### src/rtl/hazard_ctrl.sv
`default_nettype none
// ============================================================================
//  Module   : hazard_ctrl
//  Purpose  : Stall/flush/forwarding control for the 5-stage RV32I pipeline,
//             including multi-cycle data-memory wait sequencing with watchdog.
//  Options  : HAZARD_PERF_EN adds stall/flush performance counters.
//  Revision : 1.0 - initial release
// ============================================================================
module hazard_ctrl #(
    parameter int REGW        = 5,
    parameter int TMO_W       = 8,
    parameter int MEM_TIMEOUT = 200
) (
    input  logic            clk,
    input  logic            reset,
    input  logic [REGW-1:0] Rs1D,
    input  logic [REGW-1:0] Rs2D,
    input  logic [REGW-1:0] Rs1E,
    input  logic [REGW-1:0] Rs2E,
    input  logic [REGW-1:0] RdE,
    input  logic [REGW-1:0] RdM,
    input  logic [REGW-1:0] RdW,
    input  logic            RegWriteM,
    input  logic            RegWriteW,
    input  logic            LoadE,
    input  logic            PCSrcE,
    input  logic            MemReqM,
    input  logic            MemReadyM,
    output logic [1:0]      ForwardAE,
    output logic [1:0]      ForwardBE,
    output logic            StallF,
    output logic            StallD,
    output logic            StallE,
    output logic            StallM,
    output logic            FlushD,
    output logic            FlushE,
    output logic            FlushW,
    output logic            MemErr
`ifdef HAZARD_PERF_EN
    ,
    output logic [31:0]     PerfStallCnt,
    output logic [31:0]     PerfFlushCnt
`endif
);

    localparam logic [TMO_W-1:0] C_TMO_LIMIT = TMO_W'(MEM_TIMEOUT);
    localparam logic [TMO_W-1:0] C_CNT_ONE   = TMO_W'(1);
    localparam logic [1:0]       C_FWD_RF    = 2'b00;
    localparam logic [1:0]       C_FWD_MEM   = 2'b10;
    localparam logic [1:0]       C_FWD_WB    = 2'b01;

    typedef enum logic [1:0] {
        RUN      = 2'd0,
        MEM_WAIT = 2'd1,
        MEM_ERR  = 2'd2
    } state_t;

    state_t           state_q, state_d;
    logic [TMO_W-1:0] cnt_q, cnt_d;
    logic             lwStall;
    logic             mem_miss;
    logic [1:0]       fwd_a;
    logic [1:0]       fwd_b;

    // Memory stage result is younger than writeback, so it wins on a tie.
    function automatic logic [1:0] fwd_sel(
        input logic [REGW-1:0] rs,
        input logic [REGW-1:0] rd_m,
        input logic [REGW-1:0] rd_w,
        input logic            we_m,
        input logic            we_w
    );
        logic [1:0] sel;
        sel = C_FWD_RF;
        if (rs != '0) begin
            if (we_m && (rd_m == rs)) begin
                sel = C_FWD_MEM;
            end else if (we_w && (rd_w == rs)) begin
                sel = C_FWD_WB;
            end
        end
        return sel;
    endfunction

    always_comb begin
        fwd_a    = fwd_sel(Rs1E, RdM, RdW, RegWriteM, RegWriteW);
        fwd_b    = fwd_sel(Rs2E, RdM, RdW, RegWriteM, RegWriteW);
        lwStall  = LoadE && (RdE != '0) && ((RdE == Rs1D) || (RdE == Rs2D));
        mem_miss = MemReqM && !MemReadyM;
    end

    always_ff @(posedge clk or posedge reset) begin
        if (reset) begin
            state_q <= RUN;
            cnt_q   <= '0;
        end else begin
            state_q <= state_d;
            cnt_q   <= cnt_d;
        end
    end

    always_comb begin
        state_d   = state_q;
        cnt_d     = cnt_q;
        ForwardAE = fwd_a;
        ForwardBE = fwd_b;
        StallF    = 1'b0;
        StallD    = 1'b0;
        StallE    = 1'b0;
        StallM    = 1'b0;
        FlushD    = 1'b0;
        FlushE    = 1'b0;
        FlushW    = 1'b0;
        MemErr    = 1'b0;

        case (state_q)
            RUN: begin
                if (mem_miss) begin
                    // Freeze the pipe in the very cycle the miss is seen.
                    state_d = MEM_WAIT;
                    cnt_d   = C_CNT_ONE;
                    StallF  = 1'b1;
                    StallD  = 1'b1;
                    StallE  = 1'b1;
                    StallM  = 1'b1;
                    FlushW  = 1'b1;
                end else begin
                    StallF = lwStall;
                    StallD = lwStall;
                    FlushD = PCSrcE;
                    FlushE = lwStall | PCSrcE;
                end
            end
            MEM_WAIT: begin
                StallF = 1'b1;
                StallD = 1'b1;
                StallE = 1'b1;
                StallM = 1'b1;
                FlushW = 1'b1;
                if (MemReadyM) begin
                    state_d = RUN;
                    cnt_d   = '0;
                end else if (cnt_q == C_TMO_LIMIT) begin
                    state_d = MEM_ERR;
                end else begin
                    cnt_d = cnt_q + C_CNT_ONE;
                end
            end
            MEM_ERR: begin
                // Drop the faulting access out of M; only the PC is held.
                MemErr  = 1'b1;
                StallF  = 1'b1;
                FlushD  = 1'b1;
                FlushE  = 1'b1;
                FlushW  = 1'b1;
                state_d = RUN;
                cnt_d   = '0;
            end
            default: begin
                state_d = RUN;
                cnt_d   = '0;
            end
        endcase

        if (reset) begin
            ForwardAE = C_FWD_RF;
            ForwardBE = C_FWD_RF;
            StallF    = 1'b0;
            StallD    = 1'b0;
            StallE    = 1'b0;
            StallM    = 1'b0;
            FlushD    = 1'b0;
            FlushE    = 1'b0;
            FlushW    = 1'b0;
            MemErr    = 1'b0;
        end
    end

`ifdef HAZARD_PERF_EN
    logic [31:0] perf_stall_q;
    logic [31:0] perf_flush_q;

    always_ff @(posedge clk or posedge reset) begin
        if (reset) begin
            perf_stall_q <= '0;
            perf_flush_q <= '0;
        end else begin
            perf_stall_q <= perf_stall_q + 32'(StallF);
            perf_flush_q <= perf_flush_q + 32'(FlushE);
        end
    end

    assign PerfStallCnt = perf_stall_q;
    assign PerfFlushCnt = perf_flush_q;
`endif

endmodule
`default_nettype wire
### config.mk
export PLATFORM = sky130hd
export DESIGN_NAME = hazard_ctrl
export DESIGN_NICKNAME = d
export VERILOG_FILES = /design/src/rtl/hazard_ctrl.sv
export SDC_FILE = /design/constraint.sdc
export NUM_CORES = 1
export LEC_CHECK = 0
export ABC_AREA = 1
export CORE_MARGIN = 2
export CORE_UTILIZATION = 35
export DETAILED_ROUTE_END_ITERATION = 12
export GPL_TIMING_DRIVEN = 0
export HOLD_SLACK_MARGIN = 0.02
export PLACE_DENSITY = 0.68
export SETUP_SLACK_MARGIN = 0.05
export SYNTH_ARGS = -nofsm -noshare
export SYNTH_HDL_FRONTEND = slang
export SYNTH_SLANG_ARGS = --single-unit
### constraint.sdc
create_clock -name clk -period 2.05 [get_ports clk]
set_clock_uncertainty 0.15 [all_clocks]
set_input_delay 0.3075 -clock clk [delete_from_list [all_inputs] [get_ports clk]]
set_output_delay 0.3075 -clock clk [all_outputs]
set_load 0.005 [all_outputs]
; After elaboration in Yosys (flattened, before gate mapping)
; Cells that the tools add are included.
[word_totals]
word_cells = 66
reg_bits = 10
input_bits = 43
out_inout_bits = 12
[classes]
n_reduce_logical = 16
addsub = 1
n_eq_ne = 12
n_mux = 34
bitwise = 1
[ops]
columns = op, count
row1 = == test 5 bit, 6
row2 = two-way mux 8 bit, 3
row3 = two-way mux 2 bit, 9
row4 = one-hot mux 8 bit (2 select lines), 1
row5 = nonzero test 5 bit, 3
row6 = two-way mux 1 bit, 14
row7 = one-hot mux 1 bit (2 select lines), 6
row8 = "adder 8 x 1 -> 8 bit, second input constant", 1
row9 = "== test 8 bit, second input constant", 1
row10 = logical AND 1 bit, 7
row11 = "inequality test 3 bit, second input constant", 2
row12 = one-hot mux 2 bit (2 select lines), 1
row13 = AND reduction 2 bit, 2
row14 = "== test 2 x 1 -> 1 bit, second input constant", 1
row15 = "== test 2 bit, second input constant", 1
row16 = zero test 2 bit, 1
row17 = "inequality test 2 bit, second input constant", 1
row18 = OR reduction 2 bit, 1
row19 = zero test 1 bit, 1
row20 = logical OR 1 bit, 1
row21 = bitwise OR 1 bit, 1

; Depth between registers and ports, before layout
[depth]
ltp_word = 7
mapped_depth = 9
depth_no_buf = 9

; Worst setup path before layout
; No wires, ideal clock.
[synth_path]
path_kind = flip-flop to output port
startpoint = register state_q[0]
endpoint = output port StallM
n_path_buf = 1
t_arrival_ns = 1.259
path_slack_ns = 0.334
required_ns = 1.592
stages_incl_launch_ff = 8
cell_sequence = dfrtp_1 > inv_1 > ha_1 > inv_1 > nor2_1 > inv_1 > a21oi_1 > buf_4
[synth_via]
elab_chain_cells = 3
elab_cells_between_ends = 4
cone_classes = eq/ne: 1 / mux: 2 / reduce/logical: 1
[synth_rtl]
columns = element, line
row1 = from (decl), 58  ; state_t state_q, state_d;
row2 = from (signal assigned), 97  ; state_q <= state_d;
row3 = == test 2 x 1 -> 1 bit / zero test 2 bit (equally long branches), -
row4 = one-hot mux 1 bit (2 select lines) *, -
row5 = two-way mux 1 bit *, -
row6 = to (decl), 34  ; output logic StallM,
; Every way passes the cells marked *; elsewhere a longest branch is shown, timed or not.

; Final worst setup path
[layout_path]
startpoint = register state_q[0]
endpoint = output port StallE
[layout_via]
elab_chain_cells = 3
elab_cells_between_ends = 4
cone_classes = eq/ne: 1 / mux: 2 / reduce/logical: 1
[layout_rtl]
columns = element, line
row1 = == test 2 x 1 -> 1 bit / zero test 2 bit (equally long branches), 116  ; case (state_q)
row2 = one-hot mux 1 bit (2 select lines) *, 116
row3 = two-way mux 1 bit *, 165  ; if (reset) begin
row4 = to (decl), 33  ; output logic StallE,
; Marks and branches as above.

==> impl_results.md <==
- Status: finished, final reports clean
- Seq. cell area: 250 sq um
- Worst IR drop on VDD: 402 uV
- DRC: 0
- Switching share of power: 41.0%
- Routed vias: 1658
- Vias in the first global route: 1591
- Share of post-route cells with drive strength above 1: 19.7%
- Min cycle time layout: 1.95 ns
- Pins Over Slew Limit: 0
- HP Class: in -> async
- Vias per inst: 4.70
- Antenna Cells: 0
- Period utilization: 95.4%
- Clk root buf: clkbuf_8
- Post-DP HPWL: 3.03 mm
- IO Pins: 55
- Maximum root-to-sink buffer count: 2
- Die area: 4270 sq um
- RR Startpoint: state_q[1]
- Final hold violations: 0
- Top_reg_cell synth: dfrtp_1
- Clock Sinks: 10
- Grt ovf: 0
- Pint: 0.833 mW
- Post-Syn Instances: 233
- Placed Area: 1920 sq um
- R2r worst-path depth: 9
- FMAX: 0.512 GHz
- Flop pwr share: 19.0%
- Hold WS: 0.0692 ns
- Avg WL per Cell: 11.5 um
- Worst path required time: 1.59 ns
- Mapped Avg Cell Area: 5.65 sq um
- CP Launch Point: state_q[0]
- Maximum fanout along the worst path: 3
- Worst Path Arrival: 1.50 ns
- First-pass GRT wire length: 6.85 mm
- Initial antenna violation count: 0
- Die Height: 65.4 um
- # port buffers: 54
- Crit path to: StallE
- LEAKAGE: 1.20 nW
- CTS tree: built
- Initial Utilization: 36.3%
- Gate power share: 63.3%
- Slew headroom: 81.7%
- Clock power frac: 17.7%
- Crit. End Element: output port
- Critical path type: reg -> out
- Net count, final: 355
- Detailed Route Iter0 Violations: 46
- Row count: 22
- Die W: 65.4 um
- CP startpoint kind: flop
- MaxCap Viol Count: 0
- Area of the core: 3630 sq um
- DRT antenna net count: 0
- H-tree depth: 1
- RSZ-0062 raised after global routing: yes
- Drt first pass iters: 4
- Area growth, synth to finish: 60.1%
- Yosys reg bits: 10
- Syn_nets: 282
- CTS buffer count: 3
- GP Congestion: 0.821
- Insertion delay to the later sink of the worst-skew pair: 0.24 ns
- Largest net degree at the start of global routing: 9
- Routed WL: 4.06 mm
- Seq/Total Area, Yosys: 19.0%
- Setup TNS: 0 ns
- R2r setup slk: 0.36 ns
- Synth cell types: 27
- Ys async rst share: 100%
- Crit Reg-Reg Endpoint: cnt_q[4]
- Clk slew on worst S/H paths: 0.05 ns
- EDFF count, synth: 0
- Worst-margin pin slew: 0.274 ns
- Post-Syn Area: 1320 sq um
- Filler cell count: 359
- Power density cells: 670 nW/um^2
- Multi-input gate area: 960 sq um
- Switching power: 0.580 mW
- Ys Warns: 0
- GRT Overall Usage: 20.4%
- Setup Viol. Count Final: 0
- Post-route cell area: 2110 sq um
cells in the mapped netlist (3+ instances only):
cell / number / area share [%]
dfrtp_1: 10 / 19
nand2_1: 74 / 21
inv_1: 48 / 14
nor3_1: 4 / 1.5
nand3_1: 12 / 4.6
xnor2_1: 8 / 5.3
o21ai_0: 5 / 1.9
a21oi_1: 7 / 2.7
nor2_1: 32 / 9.1
ha_1: 6 / 5.7
o2111ai_1: 3 / 2.0
nand4_1: 5 / 2.4
state kept, by name, indices dropped and copies added (netlist names):
name,cells
state_q,2
cnt_q,8
power by group through the flow:
stage               Clock, mW  Combinational [mW]  Sequential (mW)
CTS                     0.259               0.808            0.267
floorplan                   0               0.379            0.266
finish                  0.249               0.894            0.269
global route            0.272               0.996            0.274
global placement            0               0.670            0.273
detailed placement          0               0.678            0.276
stage by stage:
| step | utilization [%] | std cells | worst slack [ns] | total power [mW] |
|---|---|---|---|---|
| final | 58.1 | 353 | 0.0951 | 1.41 |
| after global routing | 58.1 | 353 | -0.00470 | 1.54 |
| after CTS | 56.6 | 350 | 0.0336 | 1.33 |
| after global placement | 52.8 | 335 | -0.694 | 0.943 |
| after detailed placement | 52.8 | 335 | -0.685 | 0.954 |
| after floorplan | - | 233 | 0.334 | 0.645 |
area by class of cell:
type                       instances  area share, %
buffer                             1          0.356
clock buffer                       4           2.61
inverter                          49           9.02
multi-input combinational        173           45.5
sequential                        10           11.9
tap                               48           2.85
timing repair buffer              68           27.8
how the worst min path moves through the flow:
stage / from / to / slack, ns / depth (start not counted)
2_1_floorplan: reset / cnt_q[0] / 0.02 / 1
3_3_place_gp: cnt_q[1] / cnt_q[1] / 0.37 / 2
3_5_place_dp: cnt_q[7] / cnt_q[7] / 0.38 / 2
4_1_cts: reset / cnt_q[3] / 0.26 / 3
5_1_grt: reset / cnt_q[3] / 0.09 / 3
6_report: reset / cnt_q[5] / 0.07 / 3
critical path, stage by stage (launching register included):
cell and delay (ns):
dfrtp_1 0.39, inv_2 0.09, ha_4 0.18, inv_4 0.05
nor2_4 0.11, inv_1 0.06, a21oi_2 0.15, clkdlybuf4s15_1 0.24
logic make-up (layout without fill, tap and decap cells):
group	count (synthesis)	count (layout)	synth area share, %
flip-flops	10	10	19.0
adder cells (fa/ha/maj)	6	6	5.70
AO/OA/AOI/OAI	22	22	10.9
buffers and inverters	50	122	14.5
AND/OR/NAND/NOR	135	135	43.2
XOR/XNOR	10	10	6.65
routing by layer:
layer	global-route usage, %	wire, um	up-vias
li1	-	-	871
met1	22.1	1700	728
met2	39.4	2010	50
met3	4.62	285	9
met4	4.95	69	0
met5	0	0	-
cell usage in the layout (no fill, tap or decap), drive strengths merged:
master | synthesis | routed
o22ai | 2 | 2
xnor2 | 8 | 8
ha | 6 | 6
o21ai | 7 | 7
clkbuf | 0 | 7
a21o | 1 | 1
buf | 1 | 20
clkdlybuf4s50 | 0 | 6
o211ai | 1 | 1
nor4 | 2 | 2
clkinvlp | 0 | 1
dlymetal6s2s | 0 | 6
a21oi | 7 | 7
nor3 | 5 | 5
o2111ai | 3 | 3
nand3 | 12 | 12
and2 | 1 | 1
o221ai | 1 | 1
dlygate4sd2 | 0 | 31
clkdlybuf4s15 | 0 | 3
nand2 | 75 | 75
nor2 | 32 | 32
or2 | 2 | 2
dfrtp | 10 | 10
xor2 | 2 | 2
inv | 49 | 48
nand4 | 6 | 6
timing repair:
item                                   4_1_cts  5_1_grt
pin swaps                                   12       15
setup endpoints to repair                   12       17
resized for setup                           74       31
endpoints found under the hold margin        0        0
buffers inserted                            11        3
hold buffers                                 0        0
No activity file was read; power rests on OpenSTA's default activity.
